**src/rtl/mux_rr_arbiter.sv**
```systemverilog
// Round-robin arbiter for eight lanes sharing one 16-bit word mux, with a
// single registered output stage and a valid/ready handshake downstream.
module mux_rr_arbiter #(
    parameter int WIDTH = 16
) (
    input  logic                 clk,
    input  logic                 rst_n,
    input  logic [7:0]           req_i,
    input  logic [8*WIDTH-1:0]   in_data_i,
    input  logic                 out_ready_i,
    output logic [7:0]           ack_o,
    output logic [WIDTH-1:0]     out_data_o,
    output logic [2:0]           out_sel_o,
    output logic                 out_valid_o,
    output logic                 busy_o
);

    localparam int LANES = 8;

    typedef enum logic {
        ST_EMPTY = 1'b0,
        ST_FULL  = 1'b1
    } stage_t;

    stage_t             state_q, state_d;
    logic [2:0]         ptr_q, ptr_d;
    logic [WIDTH-1:0]   data_q, data_d;
    logic [2:0]         sel_q, sel_d;
    logic               busy_q, busy_d;

    logic [WIDTH-1:0]   lane_word [LANES];
    logic [2:0]         win_idx;
    logic               win_found;
    logic               load;

    genvar gi;
    generate
        for (gi = 0; gi < LANES; gi++) begin : g_lane
            assign lane_word[gi] = in_data_i[gi*WIDTH +: WIDTH];
        end
    endgenerate

    // Rotating search starting at ptr; 3-bit addition wraps 7 -> 0 for free.
    always_comb begin
        logic [2:0] idx;
        win_found = 1'b0;
        win_idx   = 3'd0;
        idx       = 3'd0;
        for (int k = 0; k < LANES; k++) begin
            idx = ptr_q + 3'(k);
            if (!win_found && req_i[idx]) begin
                win_found = 1'b1;
                win_idx   = idx;
            end
        end
    end

    assign load  = ((state_q == ST_EMPTY) || out_ready_i) && win_found;
    assign ack_o = load ? (LANES'(1) << win_idx) : '0;

    always_comb begin
        state_d = state_q;
        ptr_d   = ptr_q;
        data_d  = data_q;
        sel_d   = sel_q;
        if (load) begin
            state_d = ST_FULL;
            ptr_d   = win_idx + 3'd1;
            data_d  = lane_word[win_idx];
            sel_d   = win_idx;
        end else if ((state_q == ST_FULL) && out_ready_i) begin
            state_d = ST_EMPTY;
        end
        busy_d = (state_d == ST_FULL) || (|req_i);
    end

    always_ff @(posedge clk or negedge rst_n) begin
        if (!rst_n) begin
            state_q <= ST_EMPTY;
            ptr_q   <= 3'd0;
            data_q  <= '0;
            sel_q   <= 3'd0;
            busy_q  <= 1'b0;
        end else begin
            state_q <= state_d;
            ptr_q   <= ptr_d;
            data_q  <= data_d;
            sel_q   <= sel_d;
            busy_q  <= busy_d;
        end
    end

    assign out_valid_o = (state_q == ST_FULL);
    assign out_data_o  = data_q;
    assign out_sel_o   = sel_q;
    assign busy_o      = busy_q;

endmodule

```
**config.mk**
```make
export PLATFORM = sky130hd
export DESIGN_NAME = mux_rr_arbiter
export DESIGN_NICKNAME = d
export VERILOG_FILES = /design/src/rtl/mux_rr_arbiter.sv
export SDC_FILE = /design/constraint.sdc
export NUM_CORES = 1
export LEC_CHECK = 0
export ABC_AREA = 1
export CORE_AREA = 8 8 94 96
export DETAILED_ROUTE_END_ITERATION = 6
export DIE_AREA = 0 0 102 104
export PLACE_DENSITY = 0.95
export SLEW_MARGIN = 20
export SYNTH_ARGS = -nofsm -noshare
export SYNTH_HDL_FRONTEND = slang
export SYNTH_SLANG_ARGS = --single-unit
```
**constraint.sdc**
```tcl
create_clock -name clk -period 5.9 [get_ports clk]
set_input_delay 0.885 -clock clk [delete_from_list [all_inputs] [get_ports clk]]
set_output_delay 0.885 -clock clk [all_outputs]
set_load 0.1 [all_outputs]
```
## After elaboration in Yosys (flattened, before gate mapping)

Cells that the tools add are included.

| word-level totals | value |
|---|---|
| register bits | 24 |

| cells by class | value |
|---|---|
| add/subtract/negate cells | 8 |
| magnitude comparators | 9 |
| mux-type cells | 38 |
| reductions and logical operators | 19 |
| shift operators | 1 |
| bitwise gates (word level) | 2 |

Operator list:

| kind | count |
|---|---|
| 16-bit binary-select mux with 3-bit select | 1 |
| 3-bit by 4-bit < comparator with 1-bit output (second input constant) | 8 |
| 16-bit two-way mux | 2 |
| 1-bit binary-select mux with 3-bit select | 8 |
| 3-bit two-way mux | 8 |
| 1-bit two-way mux | 18 |
| 3-bit adder (second input constant) | 4 |
| 1-bit logical AND | 9 |
| 8-bit two-way mux | 1 |
| 8-bit OR reduction | 1 |
| 1-bit by 3-bit left shift with 8-bit output (first input constant) | 1 |
| 1-bit zero test | 7 |
| 3-bit by 1-bit adder with 3-bit output (second input constant) | 2 |
| 3-bit by 2-bit adder with 3-bit output (second input constant) | 2 |
| 4-bit greater-or-equal comparator (second input constant) | 1 |
| 3-bit NOT with 4-bit output | 1 |
| 1-bit logical OR | 2 |
| 1-bit NOT | 1 |

## Depth between registers and ports, before layout

Gate-level depths: netlist of the first run.

| depth | value |
|---|---|
| word-level depth | 28 |
| mapped depth | 25 |
| gate-level depth less buffers | 20 |

## Worst setup path before layout of the first run

No wires, ideal clock.

| path | value |
|---|---|
| path kind | reg2out |
| start point | register ptr_q[0] |
| end point | output ack_o[3] |
| path buffers | 5 |
| cell stages (with the launch flop) | 19 |
| path slack | 0.510 ns |
| data required time | 5.015 ns |
| data arrival time | 4.505 ns |
| path through | dfrtp_1 buf_6 inv_2 buf_6 ha_1 buf_2 inv_1 nand3_1 nand3_2 nand2_4 nor2_8 nand4_4 nor2_4 nand3_2 nor2_1 nor2_2 buf_2 buf_4 nor3_1 |

| on the way | value |
|---|---|
| word-level cells in the longest chain between the ends | 26 |

Ends and longest elaborated chain:

| element | RTL line | source |
|---|---|---|
| start, declared | 26 | `logic [2:0] ptr_q, ptr_d;` |
| start signal, assigned | 86 | `ptr_q <= ptr_d;` |
| parallel branches: the longest is 25 deep, another holds 3-bit by 1-bit adder with 3-bit output | - |  |
| 8-bit two-way mux * | 59 | `assign ack_o = load ? (LANES'(1) << win_idx) : '0;` |
| end, declared | 11 | `output logic [7:0] ack_o,` |

Every way passes the cells marked *. The select of a mux whose other input is x is not followed.

## Final worst setup path of the first run

Ends and elaborated chain as after synthesis.

==> results of run 1 <==
-- path summary, 6_finish.rpt --
kind | startpoint | end
worst max-delay path | ptr_q[0] | ack_o[3]
worst min-delay path | out_data_o[8] | out_data_o[8]
worst max register to register | ptr_q[0] | out_data_o[2]
worst min register to register | out_data_o[8] | out_data_o[8]
max in group asynchronous | rst_n | out_data_o[11]
min in group asynchronous | rst_n | ptr_q[2]
-- state kept, by name (all words and copies together) (netlist names) --
signal,flops
busy_o,1
out_data_o,16
out_sel_o,3
out_valid_o,1
ptr_q,3
-- cell usage after synthesis (all sizes together), types with 2 or more instances --
library cell / number
nand2: 327
nand3: 112
buf: 35
nor2: 27
dfrtp: 24
inv: 21
o21ai: 8
nand4: 5
ha: 3
a31oi: 2
clkbuf: 2
xnor2: 2
xor2: 2
-- kinds of logic after synthesis --
family,synth area share (%)
buffers and inverters,10.71
adder cells (fa/ha/maj),1.191
XOR/XNOR,1.111
AND/OR/NAND/NOR,66.03
flip-flops,19.05
AO/OA/AOI/OAI,1.905
-- routing by layer --
metal	track usage, %	share of wire, %	vias to the layer above	wire (um)
li1	-	-	2082	-
met1	26.40	42	1829	4967
met2	37.16	50	174	5892
met3	4.819	6.9	12	811
met4	3.253	1.3	0	153
met5	0	0	-	0
-- metrics by stage --
stage	cell area (sq um)	hold WS, ps	utilization, %	cells	setup WS, ps
finish	4870	508.3	65.39	813	975.7
floorplan	3153	589.4	-	573	510.4
global route	4870	535.1	65.39	813	690.3
detailed placement	4803	480.8	64.50	809	1219
global placement	4803	472.9	64.50	809	1252
CTS	4875	504.1	65.46	813	1004
-- layout make-up --
| class | instances | area (sq um) | area share [%] |
|---|---|---|---|
| Clock inverter | 1 | 30.03 | 0.6166 |
| Timing Repair Buffer | 171 | 1777 | 36.49 |
| Sequential cell | 24 | 600.6 | 12.33 |
| Inverter | 21 | 78.83 | 1.619 |
| Clock buffer | 3 | 41.29 | 0.8479 |
| Multi-Input combinational cell | 491 | 2215 | 45.48 |
| Tap cell | 102 | 127.6 | 2.621 |
-- worst reg2reg max path, cell delays in order (launching register included) --
cell	delay (ps)
dfrtp_1	600
inv_2	220
ha_1	480
inv_1	160
nand3_1	150
nand3_2	100
nand2_4	150
nor2_8	60
nand2_1	60
nor2_1	50
nand2_1	110
nor2_1	60
nor2_1	110
nand3_1	90
nor2_2	240
buf_4	380
inv_1	510
nand2_1	210
nand2_1	120
nand2_1	80
nand3_1	80
==> impl_metrics.tcl, run 1 <==
set metrics [dict create \
    status "finished clean" \
    cts-root-buf "clkbuf_8" \
    cpPeakStageDelay_ps 600 \
    drive_gt1_share_pct 7.032 \
    ant_nets 0 \
    synth_area_sq_um 3153 \
    synth.area.top_cells "nand2_1 (38%), dfrtp_1 (19%), nand3_1 (16%), buf_4 (3.8%), nand3_2 (3.5%)" \
    groute.usage.overall_pct 21.44 \
    path_buf_inv 4 \
    grt_pass1_wl_um 18730 \
    cp.depth 13 \
    drc 0 \
    fin_tns_setup_ps 0 \
    clk_pin_slew_worst_paths_ps 90 \
    ys_seq_area_share_pct 19.05 \
    cpLargestDelayFamily "simple AND/OR/NAND/NOR gates" \
    htree_levels 1 \
    ys_warn_count 0 \
    r2r_setup_slack_ps 1790 \
    cts_max_path_buffers 2 \
    antenna_found_initial 0 \
    endpoint_kind "output pin" \
    clock_skew_ps 3.342 \
    vias_per_cell 5.039 \
    start_util_pct 42.34 \
    grt_overflow_total 0 \
    start_kind "flop" \
    antenna_cells 0 \
    worstPathArrival_ps 4040 \
    num_rows 32 \
    grt_max_degree 67 \
    yosysTopAreaCell "nand2_1" \
    vias 4097 \
    cp.required_ps 5020 \
    tightest_slew_ps 1036 \
    synth_cell_type_count 28 \
    synth_edf_count 0 \
    dieArea_sq_um 10610 \
    syn_inst 573 \
    cap_viol_max_count 0 \
    area_growth_pct 54.44 \
    worstRegToRegCells 20 \
    die_h_um 104 \
    ctsResizeCount 0 \
    setup_viol 0 \
    dp_hpwl_um 9665 \
    worst-path-max-fanout 25 \
    rsz0062_at_grt "no" \
    wl_per_cell_um 14.54 \
    drt_iter0_drc 206 \
    grt_pass1_vias 4036 \
    netlist.area_leader.share_pct 37.62 \
    numCtsBuffers 3 \
    max_freq_mhz 203.1 \
    hp-class "flop to flop" \
    dr.pass1.iters 5 \
    cts.sinks 24 \
    postSynthAreaPerCell_sq_um 5.503 \
    ys_ff_latch 24 \
    final_common_cell "nand2_1" \
    mostFrequentLayoutCells "nand2_1 (316), clkdlybuf4s50_1 (158), nand3_1 (101)" \
    routed_wl_um 11820 \
    worstHoldPathCells 2 \
    maxSlewHeadroom_pct 30.68 \
    core_sq_um 7447 \
    clk_latency_ps 270 \
    cpMaxStageDelayCell "dfrtp_1" \
    io_buffers 167 \
    cts_tree "built" \
    async_reset_ff_share_pct 100.0 \
    worstSetupPathType "flop to output pin" \
    period_needed_ps 4924 \
    finalCritPeriodShare_pct 83.46 \
    cts_setup_buffers 0 \
    fillers 671 \
    finalHoldViolations 0 \
    synth_nets 715 \
    gp_congestion 0.9169 \
    nets 854 \
    cp_cell_sequence "inv_2, ha_1, inv_1, nand3_1, nand2_1, o21ai_0, nor2_4, nand3b_1, nand2_2, nor2_4, inv_1, nor3_1, buf_12" \
    ctsHoldBuffers 0 \
    ios 168 \
    die_w_um 102 \
    synthFlopType "dfrtp_1" \
    drv_slew 0 \
]
Power of run 1 is left out: the tool's default activity adds up to more than one toggle a clock period on the data nets, which glitch-free logic cannot reach.
==> run 2: changes to the inputs <==
--- a/config.mk
+++ b/config.mk
@@ -6,10 +6,10 @@
 export NUM_CORES = 1
 export LEC_CHECK = 0
 export ABC_AREA = 1
-export CORE_AREA = 8 8 94 96
+export CORE_AREA = 8 8 97 99
 export DETAILED_ROUTE_END_ITERATION = 6
-export DIE_AREA = 0 0 102 104
-export PLACE_DENSITY = 0.95
+export DIE_AREA = 0 0 105 107
+export PLACE_DENSITY = 0.94
 export SLEW_MARGIN = 20
 export SYNTH_ARGS = -nofsm -noshare
 export SYNTH_HDL_FRONTEND = slang
==> constraint.sdc (replaced) <==
create_clock -name clk -period 4.7 [get_ports clk]
set_input_delay 0.705 -clock clk [delete_from_list [all_inputs] [get_ports clk]]
set_output_delay 0.705 -clock clk [all_outputs]
set_load 0.1 [all_outputs]
==> run 2 against run 1 <==
Worst setup slack got worse by 670 ps. Non-clock buffer count increased by 2. First-iteration DRC count increased by 34%. Critical endpoint is now ack_o[7].
==> impl_metrics.tcl, run 2 (synthesized netlist as in run 1, its figures left out) <==
set metrics [dict create \
    worst-path-max-fanout 18 \
    worstReg2RegStart "ptr_q[0]" \
    die_h_um 107 \
    htree_levels 1 \
    num_rows 33 \
    largest_register_ffs 16 \
    grt_pass1_wl_um 19840 \
    dr.pass1.iters 5 \
    ant_nets 0 \
    gp_congestion 0.9761 \
    start_util_pct 39.77 \
    final_common_cell "nand2_1" \
    fin_tns_setup_ps 0 \
    groute.usage.overall_pct 21.13 \
    clk_latency_ps 270 \
    cts_max_path_buffers 2 \
    crit_start "ptr_q[0]" \
    top_layer_used "met4" \
    maxSlewHeadroom_pct 30.57 \
    clock_skew_ps 7.745 \
    drive_gt1_share_pct 7.433 \
    grt_max_degree 65 \
    dieArea_sq_um 11240 \
    dp_hpwl_um 10210 \
    cts.sinks 24 \
    numCtsBuffers 3 \
    area_growth_pct 55.36 \
    drv_slew 0 \
    tightest_slew_ps 1038 \
    antenna_found_initial 0 \
    wl_met3_um 960 \
    worstRegToRegCells 17 \
    finalCritPeriodShare_pct 93.55 \
    ctsResizeCount 0 \
    io_buffers 167 \
    layout.cells.non_filler 818 \
    worstPathArrival_ps 3690 \
    cts-root-buf "clkbuf_8" \
    placed_cells 814 \
    reg2reg_to "out_data_o[15]" \
    cp.required_ps 3990 \
    start_kind "flop" \
    clk_pin_slew_worst_paths_ps 90 \
    grt_overflow_total 0 \
    ctsHoldBuffers 0 \
    routed_wl_um 12580 \
    drt_iter0_drc 277 \
    endpoint_kind "output pin" \
    fin_ws_ps 303.4 \
    worstSetupPathType "flop to output pin" \
    finalHoldViolations 0 \
    hp-class "input pin to async pin" \
    status "finished clean" \
    antenna_cells 0 \
    vias 4295 \
    cts_setup_buffers 0 \
    rsz0062_at_grt "no" \
    drc 0 \
    ios 168 \
    place_ws_ps 678.1 \
    wl_per_cell_um 15.38 \
    cap_viol_max_count 0 \
    max_freq_mhz 227.4 \
    nets 856 \
    vias_per_cell 5.251 \
    setup_viol 0 \
    die_w_um 105 \
    hold_ws_ps 402.4 \
    core_sq_um 7928 \
    r2r_setup_slack_ps 730 \
    period_needed_ps 4397 \
    mostFrequentLayoutCells "nand2_1 (316), clkdlybuf4s50_1 (158), nand3_1 (101)" \
    cts_tree "built" \
    met2_length_um 6390 \
    wl_met1_um 4950 \
    grt_pass1_vias 4224 \
]
==> run 2: worst max-delay path by stage <==
stage	slack (ps)	endpoint
after floorplan	60	ack_o[7]
after global placement	860	ack_o[7]
after detailed placement	680	ack_o[7]
after CTS	380	ack_o[7]
after global routing	50	ack_o[7]
final	300	ack_o[7]
==> run 2: metal layers <==
metal	GRT usage (%)	vias to the layer above
met5	0	-
li1	-	2086
met1	24.43	1944
met2	38.46	229
met4	5.912	0
met3	4.439	36
==> run 2: layout make-up <==
type,instances,area (sq um)
Multi-Input combinational cell,491,2225
Clock inverter,1,30.03
Sequential cell,24,600.6
Fill cell,716,3029
Inverter,21,78.83
Tap cell,105,131.4
Clock buffer,3,41.29
Timing Repair Buffer,173,1792
==> run 2: metrics by stage <==
| step | instance area (sq um) | utilization, % |
|---|---|---|
| 2_1_floorplan | 3158 | - |
| 3_3_place_gp | 4832 | 60.95 |
| 3_5_place_dp | 4832 | 60.95 |
| 4_1_cts | 4903 | 61.85 |
| 5_1_grt | 4898 | 61.79 |
| 6_report | 4898 | 61.79 |
==> run 2: critical path, stage by stage, from the launching register on <==
cell	delay (ps)
dfrtp_1	580
inv_2	210
ha_1	450
inv_1	180
nand3_1	150
nand3_2	140
nand2_4	100
nor2_8	140
nand4_4	120
nor2_4	190
nand3_2	120
nor2_1	230
nor2_4	140
nor2_1	110
ha_1	140
inv_1	40
nor2_1	180
buf_12	210
Power of run 2 is left out for the same reason.
